<file path="src/rtl/aud_transport_ctrl.sv">
// Transport controller: turns play/record/stop buttons into control for the audio
// serial I/O stage and moves samples between that stage and the 256K x 16 SRAM.
`timescale 1ns/1ps
module aud_transport_ctrl #(
    parameter logic [17:0] REC_BASE = 18'd0,
    parameter logic [17:0] REC_MAX  = 18'd240000,
    parameter int          RST_CYC  = 128,
    parameter int          WR_PHASE = 26,
    parameter int          WE_LEN   = 4,
    parameter int          DATA_W   = 16
) (
    input  logic              MCLK,
    input  logic              reset,
    input  logic              btn_play,
    input  logic              btn_rec,
    input  logic              btn_stop,
    input  logic              aud_bclk,
    input  logic              aud_done,
    input  logic [17:0]       aud_mem_current,
    input  logic [DATA_W-1:0] aud_mem_data,
    input  logic [DATA_W-1:0] sram_rdata,
    output logic              aud_rst_n,
    output logic              aud_enable,
    output logic              aud_rw,
    output logic [17:0]       aud_addr1,
    output logic [17:0]       aud_addr2,
    output logic [DATA_W-1:0] aud_mem_q,
    output logic [17:0]       sram_addr,
    output logic [DATA_W-1:0] sram_wdata,
    output logic              sram_we_n,
    output logic              sram_oe_n,
    output logic [17:0]       rec_end,
    output logic              busy,
    output logic [1:0]        mode
);

    localparam int RC_W = $clog2(RST_CYC + 1);
    localparam int WC_W = $clog2(WE_LEN + 1);

    typedef enum logic [1:0] {
        S_IDLE = 2'd0,
        S_ARM  = 2'd1,
        S_PLAY = 2'd2,
        S_REC  = 2'd3
    } state_t;

    state_t              state_q, state_d;
    logic [2:0]          play_sync_q, play_sync_d;
    logic [2:0]          rec_sync_q, rec_sync_d;
    logic [2:0]          stop_sync_q, stop_sync_d;
    logic                bclk_q, bclk_d;
    logic [RC_W-1:0]     rst_cnt_q, rst_cnt_d;
    logic [5:0]          epoch_q, epoch_d;
    logic                armed_wait_q, armed_wait_d;
    logic                wr_done_q, wr_done_d;
    logic [1:0]          fall_cnt_q, fall_cnt_d;
    logic [17:0]         cur_q, cur_d;
    logic [WC_W-1:0]     we_cnt_q, we_cnt_d;
    logic                we_n_q, we_n_d;
    logic [DATA_W-1:0]   wdata_q, wdata_d;
    logic [17:0]         waddr_q, waddr_d;
    logic                rst_n_q, rst_n_d;
    logic                en_q, en_d;
    logic                rw_q, rw_d;
    logic [17:0]         addr1_q, addr1_d;
    logic [17:0]         addr2_q, addr2_d;
    logic [17:0]         rec_end_q, rec_end_d;
    logic                oe_n_q, oe_n_d;
    logic                busy_q, busy_d;
    logic [1:0]          mode_q, mode_d;

    logic play_pulse, rec_pulse, stop_pulse, bclk_fall, wr_start;

    assign play_pulse = play_sync_q[1] & ~play_sync_q[2];
    assign rec_pulse  = rec_sync_q[1]  & ~rec_sync_q[2];
    assign stop_pulse = stop_sync_q[1] & ~stop_sync_q[2];
    assign bclk_fall  = bclk_q & ~aud_bclk;

    always_comb begin
        state_d      = state_q;
        play_sync_d  = {play_sync_q[1:0], btn_play};
        rec_sync_d   = {rec_sync_q[1:0], btn_rec};
        stop_sync_d  = {stop_sync_q[1:0], btn_stop};
        bclk_d       = aud_bclk;
        rst_cnt_d    = rst_cnt_q;
        epoch_d      = epoch_q;
        armed_wait_d = armed_wait_q;
        wr_done_d    = wr_done_q;
        fall_cnt_d   = fall_cnt_q;
        cur_d        = aud_mem_current;
        we_cnt_d     = we_cnt_q;
        we_n_d       = we_n_q;
        wdata_d      = wdata_q;
        waddr_d      = waddr_q;
        rst_n_d      = rst_n_q;
        en_d         = en_q;
        rw_d         = rw_q;
        addr1_d      = addr1_q;
        addr2_d      = addr2_q;
        rec_end_d    = rec_end_q;
        wr_start     = 1'b0;

        case (state_q)
            S_IDLE: begin
                rst_n_d = 1'b0;
                en_d    = 1'b0;
                // A coincident stop swallows rec/play even though it does nothing here.
                if (stop_pulse) begin
                    state_d = S_IDLE;
                end else if (rec_pulse) begin
                    rw_d      = 1'b1;
                    addr1_d   = REC_BASE;
                    addr2_d   = REC_MAX;
                    rst_cnt_d = '0;
                    state_d   = S_ARM;
                end else if (play_pulse && (rec_end_q != REC_BASE)) begin
                    rw_d      = 1'b0;
                    addr1_d   = REC_BASE;
                    addr2_d   = rec_end_q;
                    rst_cnt_d = '0;
                    state_d   = S_ARM;
                end
            end
            S_ARM: begin
                if (rst_cnt_q == RC_W'(RST_CYC - 1)) begin
                    rst_n_d      = 1'b1;
                    en_d         = 1'b1;
                    epoch_d      = '0;
                    armed_wait_d = 1'b1;
                    wr_done_d    = 1'b0;
                    fall_cnt_d   = '0;
                    state_d      = rw_q ? S_REC : S_PLAY;
                end else begin
                    rst_cnt_d = rst_cnt_q + RC_W'(1);
                end
            end
            S_PLAY: begin
                if (bclk_fall && (fall_cnt_q != 2'd2)) begin
                    fall_cnt_d = fall_cnt_q + 2'd1;
                end
                if (stop_pulse || (aud_done && (fall_cnt_q == 2'd2))) begin
                    rst_n_d = 1'b0;
                    en_d    = 1'b0;
                    state_d = S_IDLE;
                end
            end
            S_REC: begin
                // Epoch restarts whenever the stage advances to the next sample address.
                if (aud_mem_current != cur_q) begin
                    epoch_d   = '0;
                    wr_done_d = 1'b0;
                end else if (bclk_fall) begin
                    if (armed_wait_q) begin
                        epoch_d      = '0;
                        armed_wait_d = 1'b0;
                        wr_done_d    = 1'b0;
                    end else begin
                        epoch_d = epoch_q + 6'd1;
                        if ((epoch_d == 6'(WR_PHASE)) && !wr_done_q) begin
                            wr_start  = 1'b1;
                            wr_done_d = 1'b1;
                        end
                    end
                end
                if (stop_pulse) begin
                    rec_end_d = aud_mem_current;
                    rst_n_d   = 1'b0;
                    en_d      = 1'b0;
                    state_d   = S_IDLE;
                end else if (aud_done) begin
                    rec_end_d = REC_MAX;
                    rst_n_d   = 1'b0;
                    en_d      = 1'b0;
                    state_d   = S_IDLE;
                end
            end
            default: state_d = S_IDLE;
        endcase

        // Write strobe runs on its own so a pulse in flight at stop still completes.
        if (wr_start) begin
            we_n_d   = 1'b0;
            we_cnt_d = '0;
            wdata_d  = aud_mem_data;
            waddr_d  = aud_mem_current;
        end else if (!we_n_q) begin
            if (we_cnt_q == WC_W'(WE_LEN - 1)) begin
                we_n_d = 1'b1;
            end else begin
                we_cnt_d = we_cnt_q + WC_W'(1);
            end
        end

        mode_d = state_d;
        busy_d = (state_d != S_IDLE);
        oe_n_d = (state_d != S_PLAY);
    end

    always_ff @(posedge MCLK or negedge reset) begin
        if (!reset) begin
            state_q      <= S_IDLE;
            play_sync_q  <= '0;
            rec_sync_q   <= '0;
            stop_sync_q  <= '0;
            bclk_q       <= 1'b0;
            rst_cnt_q    <= '0;
            epoch_q      <= '0;
            armed_wait_q <= 1'b0;
            wr_done_q    <= 1'b0;
            fall_cnt_q   <= '0;
            cur_q        <= '0;
            we_cnt_q     <= '0;
            we_n_q       <= 1'b1;
            wdata_q      <= '0;
            waddr_q      <= '0;
            rst_n_q      <= 1'b0;
            en_q         <= 1'b0;
            rw_q         <= 1'b0;
            addr1_q      <= REC_BASE;
            addr2_q      <= REC_BASE;
            rec_end_q    <= REC_BASE;
            oe_n_q       <= 1'b1;
            busy_q       <= 1'b0;
            mode_q       <= 2'd0;
        end else begin
            state_q      <= state_d;
            play_sync_q  <= play_sync_d;
            rec_sync_q   <= rec_sync_d;
            stop_sync_q  <= stop_sync_d;
            bclk_q       <= bclk_d;
            rst_cnt_q    <= rst_cnt_d;
            epoch_q      <= epoch_d;
            armed_wait_q <= armed_wait_d;
            wr_done_q    <= wr_done_d;
            fall_cnt_q   <= fall_cnt_d;
            cur_q        <= cur_d;
            we_cnt_q     <= we_cnt_d;
            we_n_q       <= we_n_d;
            wdata_q      <= wdata_d;
            waddr_q      <= waddr_d;
            rst_n_q      <= rst_n_d;
            en_q         <= en_d;
            rw_q         <= rw_d;
            addr1_q      <= addr1_d;
            addr2_q      <= addr2_d;
            rec_end_q    <= rec_end_d;
            oe_n_q       <= oe_n_d;
            busy_q       <= busy_d;
            mode_q       <= mode_d;
        end
    end

    // Playback hands the stage's address and the SRAM bus straight through.
    assign sram_addr  = (state_q == S_PLAY) ? aud_mem_current : waddr_q;
    assign aud_mem_q  = (state_q == S_PLAY) ? sram_rdata : '0;
    assign sram_wdata = wdata_q;
    assign sram_we_n  = we_n_q;
    assign sram_oe_n  = oe_n_q;
    assign aud_rst_n  = rst_n_q;
    assign aud_enable = en_q;
    assign aud_rw     = rw_q;
    assign aud_addr1  = addr1_q;
    assign aud_addr2  = addr2_q;
    assign rec_end    = rec_end_q;
    assign busy       = busy_q;
    assign mode       = mode_q;

endmodule

</file>
<file path="config.mk">
export PLATFORM = sky130hd
export DESIGN_NAME = aud_transport_ctrl
export DESIGN_NICKNAME = d
export VERILOG_FILES = /design/src/rtl/aud_transport_ctrl.sv
export SDC_FILE = /design/constraint.sdc
export NUM_CORES = 1
export LEC_CHECK = 0
export BUFFER_PORTS_ARGS = -buffer_cell sky130_fd_sc_hd__clkbuf_2
export CAP_MARGIN = 20
export CORE_ASPECT_RATIO = 1.1
export CORE_UTILIZATION = 55
export DETAILED_ROUTE_END_ITERATION = 7
export GPL_TIMING_DRIVEN = 0
export PLACE_DENSITY = 0.93
export SLEW_MARGIN = 20
export SYNTH_ARGS = -nofsm -noshare
export SYNTH_HDL_FRONTEND = slang
export SYNTH_SLANG_ARGS = --single-unit
</file>
<file path="constraint.sdc">
create_clock -name MCLK -period 5.8 [get_ports MCLK]
set_input_delay 0.29 -clock MCLK [delete_from_list [all_inputs] [get_ports MCLK]]
set_output_delay 0.29 -clock MCLK [all_outputs]
set_load 0.005 [all_outputs]
</file>
; Word level (Yosys, flattened, before mapping)
; Index checks and enable logic that the tools add are counted.
[totals]
register_bits = 144
inputBits = 57
word_cells = 138
[classes]
add_sub_neg = 4
eq_ne = 23
mux = 57
bitwise_logic = 9
reduce_logical = 23
[op_table]
columns = cell, count
row1 = 18-bit two-way mux, 7
row2 = 8-bit two-way mux, 4
row3 = 6-bit two-way mux, 4
row4 = 1-bit two-way mux, 22
row5 = 2-bit inequality test (second input constant), 10
row6 = 2-bit two-way mux, 9
row7 = 18-bit inequality test, 1
row8 = 18-bit nonzero test, 1
row9 = 16-bit two-way mux, 1
row10 = 8-bit one-hot mux with 2 select lines, 1
row11 = 6-bit one-hot mux with 2 select lines, 1
row12 = 3-bit AND reduction, 4
row13 = 4-bit AND reduction, 3
row14 = 2-bit nonzero test, 6
row15 = 3-bit two-way mux, 3
row16 = 3-bit inequality test (second input constant), 3
row17 = 8-bit by 1-bit adder with 8-bit output (second input constant), 1
row18 = 8-bit by 7-bit equality test with 1-bit output (second input constant), 1
row19 = 2-bit one-hot mux with 4 select lines, 1
row20 = 6-bit by 1-bit adder with 6-bit output (second input constant), 1
row21 = 2-bit equality test (second input constant), 3
row22 = 6-bit by 5-bit equality test with 1-bit output (second input constant), 1
row23 = 1-bit inverter, 5
row24 = 1-bit bitwise AND, 4
row25 = other kinds (14), 19

; Longest topological paths before layout
[depth]
ltp_word = 10
depth_mapped = 7
depth_no_buf = 6

; Worst setup path after synthesis
; OpenSTA, ideal clock, no wires.
[synth_timing]
path_type = reg2reg
startpoint = reg cur_q[15]
endpoint = reg wdata_q[12], in the netlist sram_wdata[12]
setup_ps = 125
arrival_ps = 2092
required_ps = 5675
setup_slack_ps = 3583
stages_incl_launch_ff = 8
synth_period_minus_slack_ps = 2217
cell_sequence = dfrtp_1 xor2_1 or4_4 nor3_4 o2111ai_1 buf_4 buf_6 mux2_4
[synth_via]
elab_chain_len = 3
[synth_rtl]
columns = item, line
row1 = start: declaration, 57  ; logic [17:0] cur_q, cur_d;
row2 = start signal: assignment, 236  ; cur_q <= cur_d;
row3 = 18-bit inequality test, 149  ; if (aud_mem_current != cur_q) begin
row4 = 1-bit two-way mux, 149
row5 = 1-bit two-way mux, 103  ; case (state_q)
row6 = end signal: assignment, 239  ; wdata_q <= wdata_d;
row7 = end: declaration, 60  ; logic [DATA_W-1:0] wdata_q, wdata_d;
; Every way passes these cells.
; A chain may end at the register's enable or synchronous reset.

==> flow_summary.json <==
{
  "cts.htree.levels": 4,
  "worst_path_bufs_invs": 4,
  "gp_congestion": 0.7986,
  "ys_types": 46,
  "worstSetupPathType": "flip-flop to primary output",
  "number_of_flops_mapped_to_enable_cells_by_yosys": 0,
  "finClkSkew_ns": 0.01336,
  "slowest_stage": "sky130_fd_sc_hd__clkbuf_1",
  "critPathLaunchType": "flip-flop",
  "synth_warnings": 0,
  "area_growth_from_synthesis_to_layout_pct": 36.69,
  "core_area_sq_mm": 0.009490,
  "total_power_w": 0.002499,
  "dpl.hpwl_mm": 9.863,
  "vias": 5055,
  "cts.clk_slew.worst_paths_ns": 0.06,
  "antenna_violations_before_repair": 0,
  "outcome": "finished, final reports clean",
  "rsz0062_at_grt": "false",
  "maxCapViolations": 0,
  "die-area_sq_mm": 0.01030,
  "grt_start_max_net_pins": 97,
  "global_route.usage.total": 0.3795,
  "tritoncts.num_buffers": 17,
  "postRouteWirelength_mm": 18.81,
  "finalSetupViolCount": 0,
  "crit_path_frequent_cell": "sky130_fd_sc_hd__clkbuf_1",
  "post-route-min-period_ns": 3.244,
  "avgRoutedWirePerCell_microns": 22.85,
  "ordered_list_of_cells_on_the_worst_path": "clkbuf_1, nand2b_1, clkbuf_1, clkbuf_1, nand2_1, nand2_1, clkbuf_2",
  "final_layout_size_suffix_gt1_frac": 0.3484,
  "sequential_to_total_area_share_from_yosys_stat": 0.5798,
  "worst_slew_margin_rel": 0.5376,
  "worst_path_largest_cell_delay_ns": 0.52,
  "cellLeakagePower_nw": 3.799,
  "start_util": 0.5735,
  "die_width_microns": 96.85,
  "report.final.hold_viol_count": 0,
  "finalInstanceArea_sq_mm": 0.007440,
  "drtPass1Iterations": 5,
  "rrSetupSlack_ns": 2.77,
  "place.port_buffers": 150,
  "clock-sinks": 126,
  "yosysMostFrequentCell": "sky130_fd_sc_hd__dfrtp_1",
  "clock.fmax_mhz": 308.3,
  "globalRoute.totalOverflow": 0,
  "timing_worst_slew_pin_value_ns": 0.6872,
  "postLayoutSetupSlackWorst_ns": 2.556,
  "final-max-slew-violation-count": 0,
  "drt_first_iter_violations": 602,
  "post_drt_via_cell_ratio": 6.142,
  "cp_top_family": "buffers and inverters",
  "synth.cells.most_frequent": "sky130_fd_sc_hd__dfrtp_1 (124), sky130_fd_sc_hd__nand2_1 (75), sky130_fd_sc_hd__mux2_2 (30), sky130_fd_sc_hd__a22o_1 (23), sky130_fd_sc_hd__buf_4 (20)",
  "final_cells": 823,
  "route.detailed.drc": 0,
  "n_antenna_cell": 0,
  "yosysTopAreaCell": "sky130_fd_sc_hd__dfrtp_1",
  "ctsResizeCount": 0,
  "nNetsFinal": 756,
  "postSynthAreaPerCell_sq_um": 11.60,
  "dominant_register_cell_in_the_synthesized_netlist": "sky130_fd_sc_hd__dfrtp_1",
  "pre_cts_setup_slack_ns": 3.041,
  "clockBufferDepth": 2,
  "timing.final.crit_share": 0.5593,
  "cts_root_buffer": "sky130_fd_sc_hd__clkbuf_8",
  "crit_arrival_ns": 2.95,
  "critPathCaptureType": "primary output",
  "core.rowCount": 37,
  "power_per_cell_area_mw_per_mm2": 335.9,
  "clock_latency_ns": 0.54,
  "grt_first_pass_wirelength_mm": 29.02,
  "dp.cells": 754,
  "critical_path.max_fanout": 10,
  "synth.top_cell.area_share": 0.5701,
  "cts_tree": "done",
  "setup_tns_ns": 0,
  "synth.area.top_cells": "sky130_fd_sc_hd__dfrtp_1 (57%), sky130_fd_sc_hd__mux2_2 (6.2%), sky130_fd_sc_hd__nand2_1 (5.2%)",
  "ys_ff_latch": 126,
  "final_antenna_net_count": 0,
  "postSynthCellCount": 469,
  "die_height_microns": 106.3,
  "number_of_global_route_vias_before_repair": 5208,
  "min_path_type": "input pin to flip-flop",
  "io_pins": 169,
  "synth-async-reset-ratio": 1.000,
  "detailed_place.area_sq_mm": 0.006440,
  "fill_cell_total_of_the_finished_layout": 471,
  "critical_path_required_ns": 5.51,
  "synthesized_cell_area_sq_mm": 0.005443,
  "power.ir.vdd_worst_mv": 0.2528
}
-- layout by cell type (no fill, tap or decap), types with 18 or more instances in the layout --
master                          count
sky130_fd_sc_hd__dlygate4sd3_1     37
sky130_fd_sc_hd__buf_4             20
sky130_fd_sc_hd__mux2_2            30
sky130_fd_sc_hd__a22o_1            23
sky130_fd_sc_hd__dfrtp_1          124
sky130_fd_sc_hd__clkbuf_2         149
sky130_fd_sc_hd__conb_1            18
sky130_fd_sc_hd__and2_1            18
sky130_fd_sc_hd__nand2_1           75
sky130_fd_sc_hd__xnor2_1           19
-- worst register-to-register path, stage by stage (launching register included) --
cell and delay (ns):
sky130_fd_sc_hd__dfrtp_1 0.43, sky130_fd_sc_hd__nor4_1 0.56, sky130_fd_sc_hd__nand4_1 0.25, sky130_fd_sc_hd__o2111ai_1 0.47
sky130_fd_sc_hd__and2_1 0.20, sky130_fd_sc_hd__clkbuf_1 0.29, sky130_fd_sc_hd__clkbuf_1 0.46, sky130_fd_sc_hd__nand4_1 0.20
-- per-layer routing --
| metal | routed length, microns | vias to the layer above | GRT usage |
|---|---|---|---|
| met5 | 0 | - | 0 |
| met4 | 1174 | 0 | 0.2409 |
| met3 | 1999 | 123 | 0.1249 |
| met2 | 9395 | 480 | 0.6283 |
| met1 | 6235 | 2414 | 0.4228 |
| li1 | - | 2038 | - |
-- where the power goes --
group | total (W) | switching [W] | leakage, nW | internal (W)
combinational | 0.000304 | 0.000155 | 1.89 | 0.000149
clock | 0.00115 | 0.000425 | 0.300 | 0.000723
sequential | 0.00105 | 0.0000866 | 1.61 | 0.000960
total | 0.00250 | 0.000667 | 3.80 | 0.00183
-- what timing repair did --
action / 4_1_cts / 5_1_grt
buffers inserted: 0 / 0
hold buffers: 37 / 0
hold endpoints to repair: 66 / 0
endpoints found under the setup margin: 0 / 0
-- state kept, by name (all words and copies together), names as in the netlist, 6 cells and up --
name	flops
rec_end	18
waddr_q	18
aud_addr2	18
cur_q	18
rst_cnt_q	8
sram_wdata	16
epoch_q	6
-- per-stage QoR --
stage,hold WS [ns],utilization
after floorplan,-0.005591,-
after global placement,0.3358,0.6748
after detailed placement,0.1965,0.6786
after CTS,0.001444,0.7839
after global routing,0.002815,0.7839
final,0.003990,0.7839
-- cell type report --
type	instances	area, sq um	share of cell area
plain buffers	36	220.2	0.02960
clock buffers	19	441.7	0.05937
clock inverters	13	187.7	0.02523
inverters	9	33.78	0.004541
multi-input cells	315	2097	0.2819
flip-flops and latches	126	3156	0.4242
well taps	117	146.4	0.01968
repair buffers	188	1157	0.1556
-- final timing paths --
| kind | startpoint | endpoint | cells past startpoint |
|---|---|---|---|
| max in group asynchronous | reset | sram_oe_n | 3 |
| worst max register to register | rec_end[6] | busy | 7 |
| min in group asynchronous | reset | waddr_q[10] | 2 |
| worst min register to register | rec_sync_q[0] | rec_sync_q[1] | 0 |
| worst max-delay path | mode[0] | sram_addr[11] | 7 |
| worst min-delay path | aud_mem_data[14] | sram_wdata[14] | 2 |
-- cell families (layout without fill, tap and decap cells) --
| logic type | after synthesis | count (layout) | synth area share |
|---|---|---|---|
| adder cells (fa/ha/maj) | 6 | 6 | 0.01379 |
| AND/OR/NAND/NOR | 164 | 164 | 0.1471 |
| AO/OA/AOI/OAI | 64 | 64 | 0.09080 |
| XOR/XNOR | 27 | 27 | 0.04345 |
| buffers and inverters | 45 | 265 | 0.04667 |
| multiplexers | 36 | 36 | 0.07770 |
| other | 1 | 18 | 0.0006890 |
| flip-flops | 126 | 126 | 0.5798 |
No activity file was read; power rests on OpenSTA's default activity.
